File: src/rtl/prewitt_frame_sequencer.sv
// rtl/prewitt_frame_sequencer.sv - raster sequencer for a 3-line Prewitt window: input writes and centre issue
module prewitt_frame_sequencer #(
  parameter int ROWS = 242,
  parameter int COLS = 247,
  parameter int RW   = 8,
  parameter int CW   = 8
) (
  input  logic          clk,
  input  logic          rst_n,
  input  logic          start,
  output logic          busy,
  output logic          done,
  input  logic          in_valid,
  output logic          in_ready,
  output logic          lb_wr_en,
  output logic [1:0]    lb_wr_sel,
  output logic [CW-1:0] lb_wr_addr,
  output logic          win_valid,
  input  logic          win_ready,
  output logic          win_border,
  output logic [RW-1:0] win_row,
  output logic [CW-1:0] win_col,
  output logic [1:0]    win_sel
);

  typedef enum logic [1:0] {IDLE, RUN, DONE} state_t;

  localparam logic [RW-1:0] ROW_LAST = RW'(ROWS - 1);
  localparam logic [CW-1:0] COL_LAST = CW'(COLS - 1);
  localparam logic [RW:0]   ROW_END  = (RW+1)'(ROWS);

  state_t        state;
  logic [RW-1:0] in_row, out_row;
  logic [CW-1:0] in_col, out_col;
  logic [1:0]    in_sel, out_sel;

  // One extra bit so out_row+1 / out_col+1 cannot wrap in the comparisons.
  logic [RW:0] in_row_x, out_row_p1;
  logic [CW:0] in_col_x, out_col_p1;
  logic        in_xfer, win_xfer, last_win, interior_ready;

  assign in_row_x   = {1'b0, in_row};
  assign out_row_p1 = {1'b0, out_row} + 1'b1;
  assign in_col_x   = {1'b0, in_col};
  assign out_col_p1 = {1'b0, out_col} + 1'b1;

  assign busy = (state == RUN);
  assign done = (state == DONE);

  assign in_ready = busy && (in_row_x < ROW_END) && (in_row_x <= out_row_p1);
  assign lb_wr_en = in_valid && in_ready;

  assign win_border = (out_row == '0) || (out_row == ROW_LAST) ||
                      (out_col == '0) || (out_col == COL_LAST);
  // Interior centre needs its lower-right neighbour (out_row+1, out_col+1) already written.
  assign interior_ready = (in_row_x > out_row_p1) ||
                          ((in_row_x == out_row_p1) && (in_col_x > out_col_p1));
  assign win_valid = busy && (win_border || interior_ready);

  assign in_xfer  = in_valid && in_ready;
  assign win_xfer = win_valid && win_ready;
  assign last_win = (out_row == ROW_LAST) && (out_col == COL_LAST);

  assign lb_wr_sel  = in_sel;
  assign lb_wr_addr = in_col;
  assign win_row    = out_row;
  assign win_col    = out_col;
  assign win_sel    = out_sel;

  always_ff @(posedge clk or negedge rst_n) begin
    if (!rst_n) begin
      state   <= IDLE;
      in_row  <= '0;
      in_col  <= '0;
      in_sel  <= '0;
      out_row <= '0;
      out_col <= '0;
      out_sel <= '0;
    end else begin
      case (state)
        IDLE: begin
          if (start) begin
            state   <= RUN;
            in_row  <= '0;
            in_col  <= '0;
            in_sel  <= '0;
            out_row <= '0;
            out_col <= '0;
            out_sel <= '0;
          end
        end
        RUN: begin
          if (in_xfer) begin
            if (in_col == COL_LAST) begin
              in_col <= '0;
              in_row <= in_row + 1'b1;
              in_sel <= (in_sel == 2'd2) ? 2'd0 : in_sel + 2'd1;
            end else begin
              in_col <= in_col + 1'b1;
            end
          end
          if (win_xfer) begin
            if (last_win) state <= DONE;
            if (out_col == COL_LAST) begin
              out_col <= '0;
              out_row <= out_row + 1'b1;
              out_sel <= (out_sel == 2'd2) ? 2'd0 : out_sel + 2'd1;
            end else begin
              out_col <= out_col + 1'b1;
            end
          end
        end
        DONE:    state <= IDLE;
        default: state <= IDLE;
      endcase
    end
  end

endmodule

File: config.mk
export PLATFORM = sky130hd
export DESIGN_NAME = prewitt_frame_sequencer
export DESIGN_NICKNAME = d
export VERILOG_FILES = /design/src/rtl/prewitt_frame_sequencer.sv
export SDC_FILE = /design/constraint.sdc
export NUM_CORES = 1
export LEC_CHECK = 0
export ABC_AREA = 1
export CAP_MARGIN = 5
export CORE_ASPECT_RATIO = 0.6
export CORE_UTILIZATION = 50
export CTS_BUF_LIST = sky130_fd_sc_hd__clkbuf_4 sky130_fd_sc_hd__clkbuf_8
export DETAILED_ROUTE_END_ITERATION = 16
export HOLD_SLACK_MARGIN = 0.15
export PLACE_DENSITY = 0.74
export RECOVER_POWER = 50
export SYNTH_ARGS = -nofsm -noshare
export SYNTH_HDL_FRONTEND = slang
export SYNTH_SLANG_ARGS = --single-unit
File: constraint.sdc
create_clock -name clk -period 5.1 [get_ports clk]
set_clock_uncertainty 0.05 [all_clocks]
set_input_delay 1.53 -clock clk [delete_from_list [all_inputs] [get_ports clk]]
set_output_delay 1.53 -clock clk [all_outputs]
set_load 0.005 [all_outputs]
==> results of run 1 <==
==> cell usage in the layout, fill, tap and decap left out, types with 2 or more instances in the layout <==
| cell | count |
|---|---|
| a21oi_1 | 11 |
| clkbuf_8 | 6 |
| clkdlybuf4s50_1 | 26 |
| dfrtp_1 | 38 |
| dlygate4sd3_1 | 11 |
| ha_1 | 25 |
| inv_1 | 39 |
| inv_2 | 4 |
| nand2_1 | 98 |
| nand2_2 | 9 |
| nand2_4 | 2 |
| nand3_1 | 38 |
| nand3b_1 | 5 |
| nand4_1 | 6 |
| nor2_1 | 41 |
| nor3_1 | 4 |
| o21ai_0 | 4 |
| o21ai_1 | 2 |
| o21ai_2 | 7 |
| xnor2_1 | 2 |
| xor2_1 | 16 |
==> routing by layer <==
| metal | track usage (%) | wire (um) | up-vias |
|---|---|---|---|
| met3 | 5.03 | 470 | 9 |
| met4 | 6.40 | 68 | 0 |
| li1 | - | - | 1273 |
| met1 | 36.7 | 3330 | 1094 |
| met2 | 32.6 | 2410 | 79 |
| met5 | 0 | 0 | - |
==> logic make-up (layout without fill, tap and decap cells) <==
family / after synthesis / in the layout / synth area share, %
buffers and inverters: 51 / 91 / 8.46
AOI/OAI and AO/OA: 28 / 28 / 6.47
DFF: 38 / 38 / 33.7
xor gates and xnor gates: 18 / 18 / 5.58
adders and majority gates: 25 / 25 / 11.1
and+or+nand+nor: 210 / 210 / 34.8
==> worst paths after layout <==
kind	startpoint	endpoint	slack, ps	depth (start not counted)
min in group asynchronous	rst_n	win_col[7]	1780	1
hold / removal	win_sel[0]	win_sel[0]	470	2
setup reg to reg	win_row[0]	in_row[2]	1720	17
max in group asynchronous	rst_n	state[1]	2030	1
setup / recovery	win_row[0]	win_valid	330	14
hold reg to reg	win_sel[0]	win_sel[0]	470	2
==> power breakdown <==
part	leakage [nW]	internal (mW)	switching (mW)	total, mW
clock	0.0517	0.114	0.110	0.224
combinational	1.14	0.416	0.521	0.937
sequential	0.503	0.384	0.122	0.506
total	1.69	0.914	0.753	1.67
==> layout make-up <==
type                       instances  area, um^2
tap                               66        82.6
fill                             475        1960
multi-input combinational        281        1610
clock buffer                       7        90.1
sequential                        38         951
clock inverter                     1        5.00
timing repair buffer              38         374
inverter                          45         176
==> worst register-to-register path: stages (launching register included) <==
cell and delay (ps):
dfrtp_1 490, ha_1 250, nand2_2 50, nor2_1 250, nand2_1 120, xor2_1 190
ha_1 340, nand3_1 80, a21oi_1 140, nand2_1 80, nand2_1 80, nand2_2 80
nand3_1 100, nand2_1 330, nand2_4 290, clkinv_4 170, nand3_1 130, o21ai_2 50
==> sequential cells by signal, indices dropped and copies added (netlist names) <==
name	cells
lb_wr_addr	8
state	2
lb_wr_sel	2
win_row	8
win_col	8
in_row	8
win_sel	2
==> per-stage QoR <==
step / hold WS, ps / instances / power [mW]
final: 467 / 476 / 1.67
after global routing: 489 / 476 / 1.84
after CTS: 477 / 476 / 1.70
after detailed placement: 461 / 468 / 1.47
after global placement: 454 / 468 / 1.44
after floorplan: 451 / 370 / 1.13
==> results by group, run 1 <==
Place
  • DP HPWL: 4.72 mm
  • # port buffers: 38
  • GPL Wtd Cong: 0.852
  • DP Area: 3220 um^2
  • Pre-CTS setup slack: 836 ps

Drt
  • DRT antenna net count: 0
  • Routed Wire Length: between 6 and 7 mm
  • DR iter-0 viols: 143
  • Routed length per placed instance: 13.2 um
  • DRC errors left: 0
  • Pre-Repair DR Iteration Count: 4
  • Vias per std cell: 5.16
  • Vias: 2,455

Synthesis
  • Netlist cell types: 36
  • Synthesized area: 2830 um^2
  • Register area share after synthesis: 33.7%
  • Post-synth top area share: 33.7%
  • Post-synth EDFFs: 0
  • Cells after synthesis: 370
  • Area contributors post-synth: dfrtp_1 34%, nand2_1 13%, ha_1 11%
  • Area leader, netlist: dfrtp_1
  • Most numerous cell in the Yosys netlist: nand2_1
  • Mean Syn Cell Area: 7.64 um^2
  • Yosys reg bits: 38
  • Synth Flop Type: dfrtp_1
  • Synth Warn #: 0
  • Top post-synthesis cells by count: 97 x nand2_1, 39 x inv_1, 39 x nor2_1
  • Syn Nets: 400
  • Ys async rst share: 100%

Die
  • Number of core rows: 20
  • Initial Utilization: a little over half
  • # IOs: 39
  • Die Y: between 60 and 70 um
  • Die Span X: between 90 and 100 um
  • Die area: 5960 um^2
  • Core area: roughly 5300 um^2

Timing
  • Slew margin rel.: -38.7%
  • Minimum clock period: 4770 ps
  • Worst slew pin tran: 2080 ps
  • PnR worst setup slack: 328 ps
  • Final Max Slew Viols: 39
  • RSZ-0062 raised after global routing: false
  • Max Freq: 210 MHz
  • Crit share post-route: 93.6%
  • Final setup TNS: 0 ps
  • Setup violations, final: 0
  • Fin. Hold Viols: 0

Finish
  • P&R area growth vs syn: 16.5%
  • Final nets: 439
  • Final core occ: a little over three fifths
  • Layout cells sized above 1: roughly 9.3%
  • Diode count: 0
  • Final instance area: ~3300 um^2

Worst setup path
  • Startpoint Class: register
  • CP required: between 3000 and 4000 ps
  • Worst path max stage delay: just under 500 ps
  • CP Class: register to output pin
  • Most used cell, CP: nand2_1
  • CP Max Fanout: 7
  • Crit-path slowest cell: dfrtp_1
  • WP data arrival: 3190 ps
  • Critical Path Sink Type: output pin
  • Worst path top cell family by delay: simple AND/OR/NAND/NOR gates
  • Crit-path cells: ha_1 > nand2_2 > nor2_1 > nand2_1 > xor2_1 > ha_1 > nand4_1 > nand3b_1 > nor2_1 > nand2_1 > nand3_2 > nand2_1 > inv_1 > clkdlybuf4s50_1
  • Worst path bufs/invs: 2

CTS
  • Maximum clock path buffer count: 2
  • Root buffer cell: clkbuf_8
  • Post-CTS Setup Repair Bufs: 0
  • Hold_buf cts: 0
  • H-tree depth: 2
  • TritonCTS clock tree: done
  • Reg clk slew, reported paths: 70 ps
  • Post_cts resized: 0
  • Clk sinks: 38
  • Cts bufs inserted: 5
  • Clock latency on the worst-skew pair: between 200 and 300 ps

Hold path
  • HP Class: register to register

Flow run
  • Max-Cap Viols: 1

Global routing
  • All-Layer GR Usage: 23.7%
  • First-pass GRT wire length: 10.6 mm
  • Vias in the first global route: between 2,000 and 2,500
  • Total congestion overflow: 0
  • Initial antenna violation count: 0
  • Largest net degree at the start of global routing: 39

Power
  • Maximum vdd drop: between 0.0003 and 0.0004 V
  • PD cells: 507 nW/um^2
  • Leak: 1.69 nW

Status
  • Status: finished with violations
  • Failing checks: max-capacitance violations, max-slew violations
Power figures use the tool's default switching activity.
==> run 2, diff against run 1 <==
--- a/config.mk
+++ b/config.mk
@@ -5,14 +5,13 @@
 export SDC_FILE = /design/constraint.sdc
 export NUM_CORES = 1
 export LEC_CHECK = 0
-export ABC_AREA = 1
 export CAP_MARGIN = 5
 export CORE_ASPECT_RATIO = 0.6
 export CORE_UTILIZATION = 50
 export CTS_BUF_LIST = sky130_fd_sc_hd__clkbuf_4 sky130_fd_sc_hd__clkbuf_8
 export DETAILED_ROUTE_END_ITERATION = 16
 export HOLD_SLACK_MARGIN = 0.15
-export PLACE_DENSITY = 0.74
+export PLACE_DENSITY = 0.75
 export RECOVER_POWER = 50
 export SYNTH_ARGS = -nofsm -noshare
 export SYNTH_HDL_FRONTEND = slang
==> run 2 against run 1 <==
  * The run still ends with max-capacitance violations, max-slew violations left
  * Routed wire length up 2.6%
  * Non-clock buffer count up 3
  * Cell count down 20%
  * Sequential cell count unchanged
  * Critical path depth down 4
  * Die area down 8.5%
  * Clock power down 7%
==> results by group, run 2 <==
Status
  • Failing checks: max-capacitance violations, max-slew violations
  • Status: finished with violations

Timing
  • Crit share post-route: 96.5%
  • Final Max Slew Viols: 39
  • Worst slew pin tran: 2100 ps
  • Final setup TNS: 0 ps
  • Slew margin rel.: -39.8%
  • Fin. Hold Viols: 0
  • Minimum clock period: 4920 ps
  • Max Freq: 203 MHz
  • Fin Hold WS: 456 ps
  • Setup violations, final: 0
  • RSZ-0062 raised after global routing: false

Finish
  • Multi-input logic area: 1550 um^2
  • Final instance area: 3120 um^2
  • Layout cells sized above 1: around 7.9%
  • Most frequent cells in the layout: 36 x dfrtp_1, 25 x nand2_1, 24 x ha_1, 24 x clkdlybuf4s50_1, 19 x nor2_1
  • Fillers: 391
  • Fin cells: 380
  • FF/Latch Area: 953 um^2
  • Diode count: 0
  • P&R area growth vs syn: 21.0%
  • Final nets: 348
  • Most common cell after layout, fill and taps aside: dfrtp_1

CTS
  • Cts bufs inserted: 5
  • Root buffer cell: clkbuf_8
  • Clk sinks: 38
  • Hold_buf cts: 0
  • Reg clk slew, reported paths: ~80 ps
  • Maximum clock path buffer count: 2
  • H-tree depth: 2
  • Clock latency on the worst-skew pair: ~290 ps
  • TritonCTS clock tree: done

Drt
  • Routed Wire Length: ~6.4 mm
  • Routed length per placed instance: roughly 17 um
  • DR iter-0 viols: 135
  • Vias: 2,321
  • Pre-Repair DR Iteration Count: 5
  • Vias per std cell: 6.11
  • DRC errors left: 0
  • DRT antenna net count: 0

Die
  • Initial Utilization: between 50% and 60%
  • Die Span X: between 90 and 100 um
  • Die Y: 57.6 um
  • Die area: 5460 um^2
  • Number of core rows: 19
  • Core area: 4750 um^2
  • # IOs: 39

Hold path
  • HP Class: register to register

Place
  • Placed insts: 371
  • DP Area: 3000 um^2
  • # port buffers: 38
  • GPL Wtd Cong: 0.854
  • DP HPWL: 4.77 mm

Synthesis
  • Synthesized area: 2580 um^2
  • Area leader, netlist: dfrtp_1
  • Post-synth top area share: 36.9%
  • Syn Nets: 307
  • Most numerous cell in the Yosys netlist: dfrtp_1
  • Mean Syn Cell Area: between 9 and 10 um^2
  • Cells after synthesis: roughly 280
  • Area contributors post-synth: dfrtp_1 37%, ha_1 12%, nand3_1 3.7%
  • Post-synth EDFFs: 0
  • Netlist cell types: 50
  • Synth Flop Type: dfrtp_1
  • Ys async rst share: 100%
  • Synth Warn #: 0
  • Yosys reg bits: 38
  • Register area share after synthesis: 36.9%
  • Top post-synthesis cells by count: 38 x dfrtp_1, 25 x ha_1, 25 x nand2_1

Global routing
  • First-pass GRT wire length: 10.8 mm
  • Total congestion overflow: 0
  • Largest net degree at the start of global routing: 39
  • All-Layer GR Usage: 25.8%
  • Initial antenna violation count: 0
  • Vias in the first global route: 2,084

Worst setup path
  • WP data arrival: between 3000 and 4000 ps
  • Startpoint Class: register
  • CP required: ~3500 ps
  • CP Class: register to output pin
  • Critical Path Sink Type: output pin
  • CP Max Fanout: 7

Power
  • PD cells: slightly below 300 nW/um^2
  • Maximum vdd drop: ~0.00019 V
  • Leak: 1.35 nW
  • Total power: ~0.9 mW

Flow run
  • Max-Cap Viols: 1
run 2: path summary, 6_finish.rpt:
check,from,to,slack [ps],cells after the start
min in group asynchronous,rst_n,win_row[5],1790,1
max in group asynchronous,rst_n,win_row[2],1850,1
hold / removal,state[1],state[0],460,1
setup reg to reg,win_row[0],lb_wr_addr[5],1940,11
hold reg to reg,state[1],state[0],460,1
setup / recovery,win_row[0],win_valid,180,10
run 2: power breakdown:
group	switching, mW	total (mW)	internal (mW)	leakage [nW]
Clock	0.104	0.208	0.104	0.0431
Sequential	0.0728	0.407	0.334	0.508
Combinational	0.129	0.284	0.155	0.802
run 2: layer usage:
metal / share of wire [%] / vias up / routed length (um) / GRT usage [%]
met1: 52 / 1131 / 3330 / 42.2
met5: 0 / - / 0 / 0
met4: 1.1 / 0 / 68 / 5.19
met3: 6.8 / 9 / 435 / 5.91
li1: - / 1094 / - / -
met2: 41 / 87 / 2610 / 34.1
run 2: cell families after synthesis:
| kind of cell | count (synthesis) | share of synthesized area (%) |
|---|---|---|
| AO/OA/AOI/OAI | 61 | 17.0 |
| XOR/XNOR | 16 | 5.43 |
| adder cells (fa/ha/maj) | 25 | 12.1 |
| buffers and inverters | 22 | 3.35 |
| flip-flops | 38 | 36.9 |
| AND/OR/NAND/NOR | 115 | 25.2 |
run 2: cell type report:
class	instances	area share, %
clock buffer	6	2.65
tap	63	2.53
inverter	15	1.80
multi-input combinational	217	49.8
sequential	38	30.6
timing repair buffer	41	12.7
run 2: critical path, stage by stage, from the launching register on:
cell	delay, ps
dfrtp_2	450
and3_1	240
and3_1	190
xnor2_1	160
ha_1	320
nand3_1	140
or3_4	440
nand3b_1	180
o2111a_2	300
nor2_1	110
clkdlybuf4s50_1	510
run 2: repair_timing:
item                                    in CTS  in global routing
endpoints found under the setup margin       0                  2
setup buffers                                0                  3
resized for setup                            0                  6
run 2: per-stage QoR:
step / setup slack, ps / utilization, %
after detailed placement: 412 / 63.2
after global placement: 543 / 63.2
after CTS: 87.7 / 64.9
final: 179 / 65.6
after global routing: 5.96 / 65.6
after floorplan: 1150 / -
==> run 3, diff against run 2 <==
==> constraint.sdc (replaced) <==
create_clock -name clk -period 5.7 [get_ports clk]
set_clock_uncertainty 0.05 [all_clocks]
set_input_delay 1.71 -clock clk [delete_from_list [all_inputs] [get_ports clk]]
set_output_delay 1.71 -clock clk [all_outputs]
set_load 0.005 [all_outputs]
==> run 3 against run 2 <==
  * The flow still finishes with violations (max-capacitance violations, max-slew violations)
  * Hold slack lost 20 ps
  * Global-route usage grew 1.1 points
  * Sequential power shrank 10%
  * Critical path depth grew 1
  * Power grew 1.3%
  * Critical path type unchanged
  * Critical endpoint unchanged
  * Highest routed layer unchanged
==> results by group, run 3 (synthesis results as in run 2) <==
Worst setup path
  • Crit-path cells: ha_1 > nand3_1 > nor2_1 > xnor2_1 > ha_1 > nand3_1 > or3_4 > nand3b_1 > o2111a_1 > nor2_1 > clkdlybuf4s50_1
  • Startpoint Class: register
  • Critical Path Sink Type: output pin
  • CP Max Fanout: 7
  • Beginning of the worst register-to-register path: win_row[0]
  • Worst path top cell family by delay: simple AND/OR/NAND/NOR gates
  • WP data arrival: 3480 ps
  • CP Class: register to output pin
  • Worst path bufs/invs: 1
  • Crit-path slowest cell: clkdlybuf4s50_1
  • Crit path launch: win_row[0]
  • Worst path max stage delay: 510 ps
  • CP required: 3940 ps

Power
  • Switch share: 31.4%
  • PD cells: 290 nW/um^2
  • Internal power: 0.625 mW
  • Clock power share: 31.7%
  • Maximum vdd drop: roughly 0.0002 V
  • Leak: between 1 and 1.5 nW
  • Total power: 0.911 mW
  • Comb pwr share: 28.2%
  • Switch Pwr: 0.286 mW
  • Sequential share of power: 40.0%

Drt
  • DR iter-0 viols: ~130
  • DRC errors left: 0
  • Routed length per placed instance: roughly 17 um
  • Pre-Repair DR Iteration Count: 4
  • Routed Wire Length: 6.63 mm
  • Vias per std cell: 6.03
  • Vias: 2,286
  • DRT antenna net count: 0

Global routing
  • Initial antenna violation count: 0
  • First-pass GRT wire length: between 10 and 15 mm
  • Largest net degree at the start of global routing: 39
  • All-Layer GR Usage: 27.0%
  • Vias in the first global route: 2,082
  • Total congestion overflow: 0

Timing
  • Slew margin rel.: -39.3%
  • Worst slew pin tran: 2090 ps
  • Final Max Slew Viols: 39
  • Setup violations, final: 0
  • Crit share post-route: 91.9%
  • Final setup TNS: 0 ps
  • Minimum clock period: ~5200 ps
  • RSZ-0062 raised after global routing: false
  • Fin. Hold Viols: 0
  • Max Freq: about 190 MHz

Place
  • # port buffers: 38
  • DP HPWL: 4.80 mm
  • GPL Wtd Cong: 0.831

Finish
  • Most common cell after layout, fill and taps aside: dfrtp_1
  • Final nets: roughly 350
  • Most frequent cells in the layout: 38 x dfrtp_1, 25 x nand2_1, 25 x ha_1, 25 x clkdlybuf4s50_1
  • P&R area growth vs syn: 21.7%
  • Layout cells sized above 1: 5.38%
  • Diode count: 0

CTS
  • Root buffer cell: clkbuf_8
  • Post_cts resized: 0
  • Hold_buf cts: 0
  • Clk sinks: 38
  • Maximum clock path buffer count: 2
  • TritonCTS clock tree: done
  • Reg clk slew, reported paths: 80 ps
  • Post-CTS Setup Repair Bufs: 0
  • Clock latency on the worst-skew pair: 300 ps
  • H-tree depth: 2
  • Cts bufs inserted: 5

Status
  • Failing checks: max-capacitance violations, max-slew violations
  • Status: finished with violations

Die
  • Die Span X: 94.7 um
  • Initial Utilization: 54.2%
  • Die Y: roughly 58 um
  • # IOs: 39
  • Die area: 5460 um^2
  • Number of core rows: 19
  • Core area: between 4000 and 5000 um^2

Hold path
  • HP Class: register to register
  • Min-delay src: state[1]

Flow run
  • Max-Cap Viols: 1
-- run 3: cell types whose count changed in the layout (fill, tap and decap cells not counted), sizes merged --
cell           delta
dlygate4sd3       -1
bufinv            +2
clkdlybuf4s50     +1
buf               -3
-- run 3: per-stage QoR --
| step | utilization [%] | hold WS, ps | instances | instance area, um^2 | setup slack, ps |
|---|---|---|---|---|---|
| global placement | 63.2 | 421 | 371 | 3000 | 843 |
| floorplan | - | 389 | 277 | 2580 | 1570 |
| finish | 66.0 | 436 | 379 | 3140 | 459 |
| global route | 66.0 | 454 | 379 | 3140 | 192 |
| CTS | 66.2 | 431 | 379 | 3150 | 478 |
| detailed placement | 63.2 | 434 | 371 | 3000 | 833 |
-- run 3: cell type report --
cell class,count,area [um^2]
Multi-Input combinational cell,217,1540
Inverter,15,56.3
Timing Repair Buffer,38,374
Fill cell,408,1620
Clock buffer,6,82.6
Tap cell,63,78.8
Sequential cell,38,951
Clock inverter,2,60.1
-- run 3: power groups by stage --
| stage | registers (mW) | clock network, mW | logic, mW |
|---|---|---|---|
| 6_report | 0.365 | 0.289 | 0.257 |
| 5_1_grt | 0.373 | 0.303 | 0.286 |
| 4_1_cts | 0.362 | 0.292 | 0.257 |
| 3_5_place_dp | 0.367 | 0 | 0.253 |
| 3_3_place_gp | 0.365 | 0 | 0.245 |
| 2_1_floorplan | 0.345 | 0 | 0.158 |
-- run 3: worst reg2reg max path, stage by stage, from the launching register on --
cell and delay, ps:
dfrtp_1 470, ha_1 240, nand3_1 170, nor2_1 180, xnor2_1 100, ha_1 300
nand3_1 120, or3_4 420, nand3b_1 210, o2111ai_1 290, a21oi_2 190, a211o_1 340
-- run 3: final timing paths --
kind,slack [ps],depth (start not counted),to
max,460,11,win_valid
min,440,1,state[0]
max reg2reg,2510,11,win_col[4]
min reg2reg,440,1,state[0]
max in group asynchronous,2440,1,in_row[0]
min in group asynchronous,1950,1,state[0]
-- run 3: routing by layer --
metal,up-vias,track usage (%),share of wire (%)
li1,1086,-,-
met1,1100,43.0,50
met2,88,35.9,41
met3,12,5.77,7.5
met4,0,8.01,1.4
met5,-,0,0
